`src/rtl/lc3_pipeline_ctrl.sv`:
```
// Control sequencer for the 5-stage LC3 pipeline: stage enables, operand bypass,
// data-memory handshake state and branch flush.
module lc3_pipeline_ctrl #(
  parameter int FLUSH_CYCLES = 2
) (
  input  logic        i_clock,
  input  logic        i_reset_n,
  input  logic        i_complete_instr,
  input  logic        i_complete_data,
  input  logic [15:0] i_ir,
  input  logic [15:0] i_ir_exec,
  input  logic [2:0]  i_psr,
  output logic        o_enable_updatePC,
  output logic        o_enable_fetch,
  output logic        o_enable_decode,
  output logic        o_enable_execute,
  output logic        o_enable_writeback,
  output logic        o_bypass_alu_1,
  output logic        o_bypass_alu_2,
  output logic        o_bypass_mem_1,
  output logic        o_bypass_mem_2,
  output logic [1:0]  o_mem_state,
  output logic        o_br_taken
);

  localparam logic [2:0] S_FILL  = 3'd0;
  localparam logic [2:0] S_RUN   = 3'd1;
  localparam logic [2:0] S_STALL = 3'd2;
  localparam logic [2:0] S_MEM   = 3'd3;
  localparam logic [2:0] S_FLUSH = 3'd4;

  localparam logic [1:0] MS_READ  = 2'b00;
  localparam logic [1:0] MS_IND   = 2'b01;
  localparam logic [1:0] MS_WRITE = 2'b10;
  localparam logic [1:0] MS_IDLE  = 2'b11;

  localparam logic [2:0] FLUSH_INIT = 3'(FLUSH_CYCLES);

  logic [2:0] r_state;
  logic [1:0] r_fill_cnt;
  logic [2:0] r_flush_cnt;
  logic       r_is_load;
  logic       r_en_pc, r_en_fetch, r_en_dec, r_en_exe, r_en_wb;
  logic [1:0] r_mem_state;
  logic       r_br;

  logic [3:0] w_ex_op, w_id_op;
  logic       w_ex_alu, w_ex_lea, w_ex_load, w_ex_store, w_ex_ind, w_ex_taken;
  logic       w_id_alu, w_src1_hit, w_src2_hit, w_byp_en, w_wb_rule;
  logic       w_unused;

  assign w_ex_op    = i_ir_exec[15:12];
  assign w_id_op    = i_ir[15:12];
  assign w_ex_alu   = (w_ex_op == 4'b0001) || (w_ex_op == 4'b0101) || (w_ex_op == 4'b1001);
  assign w_ex_lea   = (w_ex_op == 4'b1110);
  assign w_ex_load  = (w_ex_op == 4'b0010) || (w_ex_op == 4'b0110) || (w_ex_op == 4'b1010);
  assign w_ex_store = (w_ex_op == 4'b0011) || (w_ex_op == 4'b0111) || (w_ex_op == 4'b1011);
  assign w_ex_ind   = (w_ex_op == 4'b1010) || (w_ex_op == 4'b1011);
  assign w_ex_taken = (w_ex_op == 4'b1100) ||
                      ((w_ex_op == 4'b0000) && ((i_ir_exec[11:9] & i_psr) != 3'b000));
  assign w_wb_rule  = r_en_exe && (w_ex_alu || w_ex_lea || w_ex_load);

  // Forwarding compares decode-stage sources against the execute-stage DR
  assign w_id_alu   = (w_id_op == 4'b0001) || (w_id_op == 4'b0101) || (w_id_op == 4'b1001);
  assign w_src1_hit = (w_id_alu || (w_id_op == 4'b0110) || (w_id_op == 4'b0111) ||
                       (w_id_op == 4'b1100)) && (i_ir[8:6] == i_ir_exec[11:9]);
  assign w_src2_hit = ((w_id_op == 4'b0001) || (w_id_op == 4'b0101)) && !i_ir[5] &&
                      (i_ir[2:0] == i_ir_exec[11:9]);
  assign w_byp_en   = (r_state == S_RUN) && r_en_exe;

  assign o_bypass_alu_1 = w_byp_en && w_src1_hit && (w_ex_alu || w_ex_lea);
  assign o_bypass_alu_2 = w_byp_en && w_src2_hit && (w_ex_alu || w_ex_lea);
  assign o_bypass_mem_1 = w_byp_en && w_src1_hit && w_ex_load;
  assign o_bypass_mem_2 = w_byp_en && w_src2_hit && w_ex_load;

  assign w_unused = ^{i_ir[11:9], i_ir[4:3], i_ir_exec[8:0]};

  always_ff @(posedge i_clock or negedge i_reset_n) begin
    if (!i_reset_n) begin
      r_state     <= S_FILL;
      r_fill_cnt  <= 2'd0;
      r_flush_cnt <= 3'd0;
      r_is_load   <= 1'b0;
      r_en_pc     <= 1'b0;
      r_en_fetch  <= 1'b0;
      r_en_dec    <= 1'b0;
      r_en_exe    <= 1'b0;
      r_en_wb     <= 1'b0;
      r_mem_state <= MS_IDLE;
      r_br        <= 1'b0;
    end else begin
      r_br <= 1'b0;
      case (r_state)
        S_FILL: begin
          r_fill_cnt <= r_fill_cnt + 2'd1;
          case (r_fill_cnt)
            2'd0: begin
              r_en_pc    <= 1'b1;
              r_en_fetch <= 1'b1;
            end
            2'd1: r_en_dec <= 1'b1;
            2'd2: r_en_exe <= 1'b1;
            default: begin
              r_en_wb <= w_wb_rule;
              r_state <= S_RUN;
            end
          endcase
        end
        S_RUN: begin
          if (r_en_exe && (w_ex_load || w_ex_store)) begin
            r_state     <= S_MEM;
            r_is_load   <= w_ex_load;
            r_mem_state <= w_ex_ind ? MS_IND : (w_ex_load ? MS_READ : MS_WRITE);
            r_en_pc     <= 1'b0;
            r_en_fetch  <= 1'b0;
            r_en_dec    <= 1'b0;
            r_en_exe    <= 1'b0;
            r_en_wb     <= 1'b0;
          end else if (r_en_exe && w_ex_taken) begin
            r_state     <= S_FLUSH;
            r_flush_cnt <= FLUSH_INIT;
            r_br        <= 1'b1;
            r_en_dec    <= 1'b0;
            r_en_exe    <= 1'b0;
            r_en_wb     <= 1'b0;
          end else begin
            r_state    <= i_complete_instr ? S_RUN : S_STALL;
            r_en_pc    <= i_complete_instr;
            r_en_fetch <= i_complete_instr;
            r_en_dec   <= i_complete_instr;
            r_en_exe   <= i_complete_instr;
            r_en_wb    <= i_complete_instr && w_wb_rule;
          end
        end
        S_STALL: begin
          r_en_wb <= 1'b0;
          if (i_complete_instr) begin
            r_state    <= S_RUN;
            r_en_pc    <= 1'b1;
            r_en_fetch <= 1'b1;
            r_en_dec   <= 1'b1;
            r_en_exe   <= 1'b1;
          end
        end
        S_MEM: begin
          if (i_complete_data) begin
            if (r_mem_state == MS_IND) begin
              r_mem_state <= r_is_load ? MS_READ : MS_WRITE;
            end else begin
              // The load retires even if the fetch side is stalled on exit
              r_mem_state <= MS_IDLE;
              r_en_wb     <= r_is_load;
              r_state     <= i_complete_instr ? S_RUN : S_STALL;
              r_en_pc     <= i_complete_instr;
              r_en_fetch  <= i_complete_instr;
              r_en_dec    <= i_complete_instr;
              r_en_exe    <= i_complete_instr;
            end
          end
        end
        S_FLUSH: begin
          r_en_wb <= 1'b0;
          if (r_flush_cnt <= 3'd1) begin
            r_state    <= i_complete_instr ? S_RUN : S_STALL;
            r_en_pc    <= i_complete_instr;
            r_en_fetch <= i_complete_instr;
            r_en_dec   <= i_complete_instr;
            r_en_exe   <= i_complete_instr;
          end else begin
            r_flush_cnt <= r_flush_cnt - 3'd1;
          end
        end
        default: r_state <= S_FILL;
      endcase
    end
  end

  assign o_enable_updatePC  = r_en_pc;
  assign o_enable_fetch     = r_en_fetch;
  assign o_enable_decode    = r_en_dec;
  assign o_enable_execute   = r_en_exe;
  assign o_enable_writeback = r_en_wb;
  assign o_mem_state        = r_mem_state;
  assign o_br_taken         = r_br;

endmodule

```
`config.mk`:
```
export PLATFORM = sky130hd
export DESIGN_NAME = lc3_pipeline_ctrl
export DESIGN_NICKNAME = d
export VERILOG_FILES = /design/src/rtl/lc3_pipeline_ctrl.sv
export SDC_FILE = /design/constraint.sdc
export NUM_CORES = 1
export LEC_CHECK = 0
export ABC_AREA = 0
export CORE_ASPECT_RATIO = 0.7
export CORE_MARGIN = 2
export CORE_UTILIZATION = 46
export DETAILED_ROUTE_END_ITERATION = 7
export HOLD_SLACK_MARGIN = 0.02
export PLACE_DENSITY = 0.89
export SYNTH_ARGS = -nofsm -noshare
export SYNTH_HDL_FRONTEND = slang
export SYNTH_SLANG_ARGS = --single-unit
export TNS_END_PERCENT = 100
```
`constraint.sdc`:
```
create_clock -name i_clock -period 3.7 [get_ports i_clock]
set_input_delay 0.74 -clock i_clock [delete_from_list [all_inputs] [get_ports i_clock]]
set_output_delay 0.74 -clock i_clock [all_outputs]
set_load 0.02 [all_outputs]
```
==> results.toml <==
[drt]
drc_errors = 0
drt_iter0_markers = 105
vias_per_cell = 5.577
dr.pass1.iters = 4
routed_wirelength_mm = 3.194
wl_per_cell_um = 15.36
vias = 1160
drtAntennaViolNets = 0

[critical_path]
critPathKind = "in -> out"
arrival_ns = 2.85
cp-end-kind = "primary output"
cp-start-kind = "primary input"
worst-path-max-fanout = 3
cp.required_ns = 2.96

[placement]
pre_cts_ws_ns = 0.1116
gp_congestion = 0.8337
hpwlAfterDp_mm = 2.647
port_buffers = 36

[outcome]
outcome = "complete, no violations"

[grt]
grt_max_degree = 17
gr-total-overflow = 0
grt_pass1_vias = 1068
antenna_found_initial = 0
grt_util_all_layers_pct = 22.21
grt_first_pass_wirelength_mm = 5.002

[clocking]
root_buffer = "clkbuf_8"
clock_path_buffers = 2
post-cts-setup-buffers = 0
cts_max_level = 1
cts_tree = "yes"
clkTransAtPathRegs_ns = 0.06
cts_resized = 0
clock_sinks = 16
clk_latency_ns = 0.25
cts_made_buffers = 3
cts_hold_buf = 0

[sta]
fin_worst_skew_ns = 0.005668
rsz0062_at_grt = "false"
totalNegativeSetupSlack_ns = 0
min_period_ns = 3.592
worstMarginPinSlew_ns = 0.7072
slew_headroom_pct = 52.70
fin_crit_sh_pct = 97.08
drv_slew = 0
final-hold-violation-count = 0
setup-violations-final = 0
fmax_mhz = 278.4
setup_ws_ns = 0.1081

[floorplan]
die_x_um = 65.55
io_pins = 51
core_um2 = 2496
std_cell_rows = 15
start_util_pct = 48.87
die_h_um = 47.09
die_area_um2 = 3086

[synthesis]
ys_types = 48
ys_ff_latch = 16
synth_edf_count = 0
seq_area_frac_synth_pct = 33.03
syn_area_per_cell_um2 = 8.714
syn_nets = 185
async_flop_share_pct = 100.0
synth_top_area_share_pct = 28.72
synth_area_um2 = 1220
ys_warn_count = 0
yosysTopAreaCell = "dfrtp_1"
ys.flop_type = "dfrtp_1"
synthCells = 140
synth_area_leaders = "dfrtp_1 29%, ha_1 6.2%, nor2_1 5.5%, dfstp_2 4.3%, xor2_1 4.3%"

[layout]
drive_gt1_share_pct = 10.92
fin_nets = 220
area_growth_pct = 33.54
antennaDiodeCount = 0

[power]
irDropWorstVdd_mv = 0.4181
total_leakage_power_nw = 0.6679
report.power.total_mw = 1.089
p_per_area_nw_per_um2 = 668.4

[job]
cap_violations = 0

[min_path]
holdCritPathClass = "reg -> reg"
## report_power, final
part           internal (mW)  switching [mW]  leakage [nW]  total (mW)
clock                 0.0763          0.0585        0.0228       0.135
sequential             0.259          0.0967         0.190       0.356
combinational          0.283           0.316         0.455       0.598
## per-layer routing
layer / up-vias / track usage, % / part of all wire (%)
met5: - / 0 / 0
met1: 535 / 29.66 / 44
met4: 0 / 3.333 / 0.78
met2: 53 / 38.16 / 47
met3: 4 / 5.755 / 7.8
li1: 568 / - / -
## Yosys cell counts, types with 2 or more instances
master and count:
a21o_1 2, a21oi_1 6, a311oi_1 3, a311oi_2 2, a31o_2 2, a31oi_1 2
buf_2 4, dfrtp_1 14, dfstp_2 2, ha_1 6, inv_1 9, mux2_2 2
nand2_1 10, nand2b_1 3, nand3_1 3, nand4_1 2, nor2_1 18, nor2b_1 2
nor3_1 3, o21ai_0 9, or3_1 2, xnor2_1 3, xor2_1 6
## critical path, cell delays in order
cell and delay (ns):
clkdlybuf4s50_1 0.46, nor4b_1 0.35, nand4_1 0.15, or3_1 0.42, nor2_1 0.11, clkdlybuf4s50_1 0.62
## flip-flops by register name, indices dropped and copies added, names as in the netlist
name	count
o_mem_state	2
r_is_load	1
o_enable_writeback	1
r_fill_cnt	2
r_flush_cnt	3
o_enable_decode	1
o_enable_fetch	1
r_state	3
o_br_taken	1
o_enable_execute	1
## layout make-up
class / count / area (um^2)
fillers: 187 / 867.1
multi-input cells: 108 / 739.5
flip-flops and latches: 16 / 402.9
clock buffers: 4 / 45.04
repair buffers: 36 / 360.3
well taps: 34 / 42.54
inverters: 10 / 38.79
## kinds of logic (layout without fill, tap and decap cells)
| family | after synthesis | after routing | synth area share (%) |
|---|---|---|---|
| fa+ha+maj | 6 | 6 | 6.154 |
| mux | 2 | 2 | 1.846 |
| flops | 16 | 16 | 33.03 |
| buf+inv | 16 | 50 | 6.359 |
| xor+xnor | 9 | 9 | 6.462 |
| compound gates | 38 | 38 | 23.18 |
| simple gates | 53 | 53 | 22.97 |
## through the flow
stage	cells	cell area [um^2]	hold slack (ns)	utilization (%)
after floorplan	140	1220	0.4444	-
after global placement	204	1584	0.4823	63.46
after detailed placement	204	1584	0.4991	63.46
after CTS	208	1629	0.5187	65.26
after global routing	208	1629	0.5428	65.26
final	208	1629	0.5121	65.26
## final timing paths
check | from | endpoint | slack [ns] | depth (start not counted)
worst max-delay path | i_ir[13] | o_bypass_mem_2 | 0.11 | 6
worst min-delay path | o_enable_decode | o_enable_decode | 0.51 | 1
worst max register to register | r_state[0] | o_enable_execute | 1.80 | 5
worst min register to register | o_enable_decode | o_enable_decode | 0.51 | 1
max in group asynchronous | i_reset_n | r_flush_cnt[0] | 2.34 | 1
min in group asynchronous | i_reset_n | r_flush_cnt[1] | 0.91 | 1
## cell usage in the layout (no fill, tap or decap), types with 2 or more instances in the layout
| cell type | n |
|---|---|
| ha_1 | 6 |
| nor2b_1 | 2 |
| xor2_1 | 6 |
| xnor2_1 | 3 |
| o21ai_0 | 9 |
| nand3_1 | 3 |
| dfrtp_1 | 14 |
| a31oi_1 | 2 |
| nand2_1 | 10 |
| dfstp_2 | 2 |
| a311oi_1 | 3 |
| a21o_1 | 2 |
| a31o_2 | 2 |
| nand2b_1 | 3 |
| a21oi_1 | 6 |
| inv_1 | 9 |
| clkbuf_8 | 3 |
| nor2_1 | 18 |
| clkdlybuf4s50_1 | 36 |
| mux2_2 | 2 |
| nand4_1 | 2 |
| nor3_1 | 3 |
| or3_1 | 2 |
| a311oi_2 | 2 |
No activity file was read; power rests on OpenSTA's default activity.
